File: config.mk
export PLATFORM = sky130hd
export DESIGN_NAME = mag_bcd_conv
export DESIGN_NICKNAME = d
export VERILOG_FILES = /design/src/rtl/mag_pkg.sv /design/src/rtl/bcd_add3.sv /design/src/rtl/mag_bcd_conv.sv
export SDC_FILE = /design/constraint.sdc
export NUM_CORES = 1
export LEC_CHECK = 0
export CORE_MARGIN = 2
export CORE_UTILIZATION = 45
export CTS_CLUSTER_SIZE = 12
export DETAILED_ROUTE_END_ITERATION = 8
export PLACE_DENSITY = 0.74
export SLEW_MARGIN = 20
export SYNTH_ARGS = -nofsm -noshare
export SYNTH_HDL_FRONTEND = slang
export SYNTH_SLANG_ARGS = --single-unit
File: constraint.sdc
create_clock -name clk -period 2.2 [get_ports clk]
set_input_delay 0.66 -clock clk [delete_from_list [all_inputs] [get_ports clk]]
set_output_delay 0.66 -clock clk [all_outputs]
set_load 0.1 [all_outputs]
File: src/rtl/mag_pkg.sv
// Shared constants for the sign-magnitude to BCD converter.
package mag_pkg;

  localparam int unsigned MAG_DATA_W = 8;
  localparam int unsigned MAG_DIGITS = 3;
  localparam logic [3:0]  BCD_BLANK  = 4'hF;

  localparam logic [1:0] StIdle  = 2'd0;
  localparam logic [1:0] StNeg   = 2'd1;
  localparam logic [1:0] StShift = 2'd2;
  localparam logic [1:0] StDone  = 2'd3;

endpackage

File: src/rtl/bcd_add3.sv
// Double-dabble correction cell: a BCD digit of 5 or more gets +3 before the shift.
module bcd_add3 (
  input  logic [3:0] digit,
  output logic [3:0] adj
);

  always_comb begin
    adj = digit;
    if (digit >= 4'd5) begin
      adj = digit + 4'd3;
    end
  end

endmodule

File: src/rtl/mag_bcd_conv.sv
// Two's-complement {bin,light} to sign + BCD magnitude using sequential double-dabble.
// Optional MAG_BCD_BLANK_EN replaces leading zero digits (except ones) with the blank code.
module mag_bcd_conv
  import mag_pkg::*;
#(
  parameter int unsigned DATA_W = MAG_DATA_W,
  parameter int unsigned DIGITS = MAG_DIGITS
) (
  input  logic                  clk,
  input  logic                  rst_n,
  input  logic                  in_valid,
  output logic                  in_ready,
  input  logic                  light,
  input  logic [DATA_W-2:0]     bin,
  output logic                  out_valid,
  input  logic                  out_ready,
  output logic                  sign,
  output logic [4*DIGITS-1:0]   bcd
);

  localparam int unsigned BcdW = 4 * DIGITS;
  localparam int unsigned CntW = $clog2(DATA_W + 1);

  logic [1:0]             state_q, state_d;
  logic [DATA_W-1:0]      mag_q, mag_d;
  logic [BcdW-1:0]        bcd_q, bcd_d;
  logic                   sign_q, sign_d;
  logic [CntW-1:0]        cnt_q, cnt_d;

  logic [BcdW-1:0]        bcd_adj;
  logic [BcdW+DATA_W-1:0] sr_shift;
  logic [BcdW-1:0]        bcd_shift;
  logic [BcdW-1:0]        bcd_fin;

  for (genvar g = 0; g < DIGITS; g++) begin : gen_add3
    bcd_add3 u_add3 (
      .digit (bcd_q[4*g +: 4]),
      .adj   (bcd_adj[4*g +: 4])
    );
  end

  // The MSB shifted out is always zero given 10^DIGITS > 2^(DATA_W-1).
  assign sr_shift  = {bcd_adj, mag_q} << 1;
  assign bcd_shift = sr_shift[BcdW+DATA_W-1 -: BcdW];

  always_comb begin
    bcd_fin = bcd_shift;
`ifdef MAG_BCD_BLANK_EN
    begin
      logic lead;
      lead = 1'b1;
      for (int i = int'(DIGITS) - 1; i > 0; i--) begin
        if (lead && (bcd_shift[4*i +: 4] == 4'h0)) begin
          bcd_fin[4*i +: 4] = BCD_BLANK;
        end else begin
          lead = 1'b0;
        end
      end
    end
`endif
  end

  always_comb begin
    state_d = state_q;
    mag_d   = mag_q;
    bcd_d   = bcd_q;
    sign_d  = sign_q;
    cnt_d   = cnt_q;
    unique case (state_q)
      StIdle: begin
        if (in_valid) begin
          mag_d   = {bin, light};
          state_d = StNeg;
        end
      end
      StNeg: begin
        sign_d  = mag_q[DATA_W-1];
        // 0x80 negates to 0x80, which read unsigned is the correct magnitude 128.
        mag_d   = mag_q[DATA_W-1] ? (~mag_q + DATA_W'(1)) : mag_q;
        bcd_d   = '0;
        cnt_d   = '0;
        state_d = StShift;
      end
      StShift: begin
        bcd_d = bcd_shift;
        mag_d = sr_shift[DATA_W-1:0];
        cnt_d = cnt_q + CntW'(1);
        if (cnt_q == CntW'(DATA_W - 1)) begin
          bcd_d   = bcd_fin;
          state_d = StDone;
        end
      end
      StDone: begin
        if (out_ready) begin
          state_d = StIdle;
        end
      end
      default: state_d = StIdle;
    endcase
  end

  always_ff @(posedge clk or negedge rst_n) begin
    if (!rst_n) begin
      state_q <= StIdle;
      mag_q   <= '0;
      bcd_q   <= '0;
      sign_q  <= 1'b0;
      cnt_q   <= '0;
    end else begin
      state_q <= state_d;
      mag_q   <= mag_d;
      bcd_q   <= bcd_d;
      sign_q  <= sign_d;
      cnt_q   <= cnt_d;
    end
  end

  assign in_ready  = (state_q == StIdle);
  assign out_valid = (state_q == StDone);
  assign sign      = sign_q;
  assign bcd       = bcd_q;

endmodule

## After elaboration in Yosys (flattened, before gate mapping)

Index checks and enable logic that the tools add are counted.
W data, S select, Z words.

| cells by class | value |
|---|---|
| $add $sub $neg | 5 |
| $lt $le $gt $ge | 3 |
| equality and inequality tests | 8 |
| muxes and demuxes | 12 |
| bitwise operators | 1 |
| reduce and logical (&&, ||, !) cells | 6 |

Operator list:

| kind | number |
|---|---|
| $pmux W12 S2 | 1 |
| $pmux W8 S3 | 1 |
| $mux W8 | 2 |
| $ge A4 B3 Y1 const B | 3 |
| $add A4 B2 Y4 const B | 2 |
| $add A8 B1 Y8 const B | 1 |
| $mux W4 | 2 |
| $not A8 Y8 | 1 |
| $pmux W2 S4 | 1 |
| $pmux W4 S2 | 1 |
| $mux W2 | 3 |
| $ne A2 B2 Y1 const B | 3 |
| $reduce_and A3 Y1 | 2 |
| $add A4 B1 Y4 const B | 1 |
| $eq A2 B2 Y1 const B | 2 |
| $eq A4 B3 Y1 const B | 1 |
| $add A3 B2 Y3 const B | 1 |
| $mux W3 | 1 |
| $reduce_bool A3 Y1 | 1 |
| $eq A2 B1 Y1 const B | 1 |
| $logic_not A2 Y1 | 1 |
| $ne A2 B1 Y1 const B | 1 |
| $reduce_and A2 Y1 | 1 |
| $reduce_bool A2 Y1 | 1 |

| storage, ports and cells | value |
|---|---|
| bits in registers | 27 |
| output and inout port bits | 15 |
| word-level logic and storage cells | 41 |

## Depth between registers and ports, before layout

| depth | value |
|---|---|
| depth in word-level cells | 4 |
| depth in mapped cells | 8 |

## Cells and area by module

Synthesis repeated with hierarchy kept, for this count alone.

| unflattened totals | value |
|---|---|
| cells, all modules | 198 |
| area, all modules | 1735.4 um^2 |

Modules (own cells, without submodules):

| module | times used | cells each | area an instance (um^2) | seq. area each (um^2) |
|---|---|---|---|---|
| mag_bcd_conv | 1 | 150 | 1431.4 | 675.6 |
| bcd_add3 | 3 | 16 | 101.3 | 0.0 |

## Least setup slack after synthesis

No wires, ideal clock.

| timing | value |
|---|---|
| path type | reg2reg |
| start point | reg bcd_q[1], in the netlist bcd[1] |
| end point | reg bcd_q[2], in the netlist bcd[2] |
| library setup time | 0.084 ns |
| arrival | 2.152 ns |
| path slack | -0.036 ns |
| stages on the path, launching flop included | 7 |
| buffers on the path | 0 |
| clock period less this slack | 2.236 ns |
| cells stage by stage | dfrtp_1 -> inv_1 -> ha_1 -> nand2b_1 -> a21oi_1 -> mux2_2 -> o22ai_1 |

| on the way | value |
|---|---|
| longest elaborated chain between the ends | 3 |

Ends and longest elaborated chain:

| element | line | RTL |
|---|---|---|
| from (decl) | mag_bcd_conv.sv:26 | `logic [BcdW-1:0] bcd_q, bcd_d;` |
| from (signal assigned) | mag_bcd_conv.sv:106 | `bcd_q <= '0;` |
| from (signal assigned) | mag_bcd_conv.sv:112 | `bcd_q <= bcd_d;` |
| $add A4 B2 Y4 / $ge A4 B3 Y1 (equally long branches) | bcd_add3.sv:10, bcd_add3.sv:9 |  |
| $mux W4 * | bcd_add3.sv:9 | `if (digit >= 4'd5) begin` |
| $pmux W12 S2 * | mag_bcd_conv.sv:69 | `unique case (state_q)` |

Every way passes the cells marked *; elsewhere a longest branch is shown, timed or not.
A chain may end at the register's enable or synchronous reset.

## Worst setup path in the final report

| timing | value |
|---|---|
| start point | reg state_q[0] |
| end point | out in_ready |

| on the way | value |
|---|---|
| longest elaborated chain between the ends | 1 |

Ends and longest elaborated chain:

| element | line | RTL |
|---|---|---|
| from (decl) | mag_bcd_conv.sv:24 | `logic [1:0] state_q, state_d;` |
| from (signal assigned) | mag_bcd_conv.sv:104 | `state_q <= StIdle;` |
| from (signal assigned) | mag_bcd_conv.sv:110 | `state_q <= state_d;` |
| $logic_not A2 Y1 | mag_bcd_conv.sv:118 | `assign in_ready = (state_q == StIdle);` |
| to (decl) | mag_bcd_conv.sv:12 | `output logic in_ready,` |

No other way between the ends.

==> impl_results.md <==
* Slowest CP cell: dfrtp_1
* Layout net count at around 230
* Final GP Congestion at 0.824
* Ys async rst share at 1.00
* Sequential Area at 678 µm²
* Worst-Margin Slew at between 0.5 and 0.6 ns
* Antenna diodes at 0
* R2R depth at 5
* End of the critical path: in_ready
* YS warnings at 0
* Fillcell total at 289
* Footprint of the multi-input gates at about 860 µm²
* LEAKAGE at 0.873 nW
* Worst flop-to-flop path endpoint: bcd[8]
* Synth area leaders: dfrtp_1 41%, ha_1 11%, o21ai_0 5.8%
* Share of cells above drive strength 1 at 0.160
* TritonCTS Buffers at 3
* Period minus WS final at 2.01 ns
* Hold Slack at 0.530 ns
* Worst Path Required at 1.54 ns
* WL/cell at 13.9 µm
* Setup TNS at 0 ns
* CP endpoint kind: output pin
* Peak VDD IR at about 960 µV
* Most frequent cells in the layout: 25 x dfrtp_1, 23 x inv_1, 19 x o21ai_0
* Layout area overhead at 27.9%
* Total GRT Usage at 0.188
* Max H-tree Level at 1
* Vias in the first global route at around 1400
* Worst rel slew slack at 0.650
* Critical Path AT at 1.35 ns
* Clock root buffer: clkbuf_4
* Total congestion overflow at 0
* First-pass GRT wire length at 6.29 mm
* Final hold violation count at 0
* # rows at 21
* Hold crit path type: reg -> reg
* Unrepaired setup endpoints after global routing: false
* Synthesized area at 1640 µm²
* CP Launch Type: register
* Reg2reg start: state_q[0]
* Initial antenna violation count at 0
* Initial Util at 0.480
* Tot Pwr at 2.71 mW
* Post-synth cell types at 36
* Die Width at 64.4 µm
* Iteration-0 DRC Markers at 71
* Drt drc at 0
* Synth area leader: dfrtp_1
* Leading cell type in the layout, fill and taps excluded: dfrtp_1
* Clk_skew at 0.0115 ns
* CTS tree: done
* Clock Latency Late Sink at 0.33 ns
* Die height at 64.4 µm
* Crit. Startpoint: state_q[0]
* Drt pass-1 iters at 4
* Die area at 4140 µm²
* Vias at 1414
* Cell count after synthesis at approximately 180
* Resized cells post-CTS at 0
* CTS sink count at 27
* CTS Hold Bufs at 0
* Final wirelength at between 3 and 4 mm
* Crit path max fanout at 4
* CP cell instances: inv_1 -> ha_1 -> buf_12
* Ports at 27
* Vias per cell at approximately 5.6
* EDFF count, synth at 0
* Pwr Density at 1290 nW/µm²
* Pin count of the biggest net entering global routing at 28
* Status: completed
* Final period util at 0.912
* Setup violations, final at 0
* Post-CTS setup repair buffer count at 0
* CP Class: reg -> out
* Final slew viol count at 0
* Sequential area share after synthesis at 0.412
* Top_reg_cell synth: dfrtp_1
* Final ANT Viol Nets at 0
* CORE AREA at 3420 µm²
* Reg2Reg Setup Slack at 0.25 ns
* CP max stage delay at 0.45 ns
* DP HPWL at 2.60 mm
* Post-layout util at 0.614
* Fmax at ~500 MHz
* Yosys reg bits at 27
* Max cap viols at 0
* Clock Path Buffers at 2
* Post-synth top area share at 0.412
* Number of port buffers at 26
* Reg clk slew, reported paths at 0.16 ns
* Synth Area per Inst at 9.31 µm²
* Mapped Nets at around 200
==> cell type report <==
class                      instances  area share
multi-input combinational        121       0.410
sequential                        27       0.324
timing repair buffer              31       0.184
inverter                          23      0.0412
tap                               46      0.0275
clock buffer                       3      0.0107
clock inverter                     1     0.00358
==> state kept, by name, indices dropped and copies added (netlist names) <==
signal,count
state_q,2
mag_q,8
sign,1
bcd,12
cnt_q,4
==> worst max-delay path, delay by kind of cell, from the launching register on <==
kind,cells,cell delay (ns)
flip-flops,1,0.45
buffers and inverters,2,0.33
adder cells (fa/ha/maj),1,0.23
==> power breakdown <==
group          internal, mW  switching [mW]
Combinational         0.628            1.07
Sequential            0.632           0.151
Clock                0.0696           0.159
Total                  1.33            1.38
==> worst min-delay path by stage <==
| stage | startpoint | to | slack (ns) | cells past startpoint |
|---|---|---|---|---|
| final | sign | sign | 0.53 | 1 |
| after global routing | cnt_q[0] | cnt_q[0] | 0.55 | 1 |
| after CTS | cnt_q[0] | cnt_q[0] | 0.53 | 1 |
| after detailed placement | sign | sign | 0.50 | 1 |
| after global placement | cnt_q[0] | cnt_q[0] | 0.49 | 1 |
| after floorplan | rst_n | bcd[0] | 0.36 | 0 |
==> cell families after synthesis <==
family                   count (synthesis)  synth area share
multiplexers                             5            0.0336
buffers and inverters                   28            0.0641
AO/OA/AOI/OAI                           54             0.208
flip-flops                              27             0.412
AND/OR/NAND/NOR                         43             0.148
adder cells (fa/ha/maj)                 14             0.107
XOR/XNOR                                 5            0.0267
==> synth_stat cells, types with 2 or more instances <==
cell / n
or3_4: 2
a311oi_1: 3
o211ai_1: 2
nor2_1: 5
ha_1: 14
dfrtp_1: 27
xnor2_1: 5
a31oi_1: 3
o21ai_0: 19
nand2b_1: 4
nand3_1: 6
o22ai_1: 10
mux2_2: 4
inv_1: 23
nor2b_1: 4
a21oi_1: 6
o32ai_1: 2
nand3b_1: 3
nor3_1: 4
clkbuf_1: 4
nor3b_1: 3
nand2_1: 9
==> routing by layer <==
layer	up-vias	wire [µm]	GRT usage
met5	-	0	0
met4	0	57	0.0665
met3	6	99	0.0194
met2	26	1710	0.310
met1	691	1640	0.258
li1	691	-	-
==> metrics by stage <==
step | setup WS [ns] | area [µm²] | cells
5_1_grt | 0.0887 | 2100 | 252
4_1_cts | 0.193 | 2100 | 252
3_5_place_dp | 0.233 | 2070 | 248
3_3_place_gp | 0.305 | 2070 | 248
6_report | 0.193 | 2100 | 252
2_1_floorplan | 0.0172 | 1640 | 176
Power figures use the tool's default switching activity.
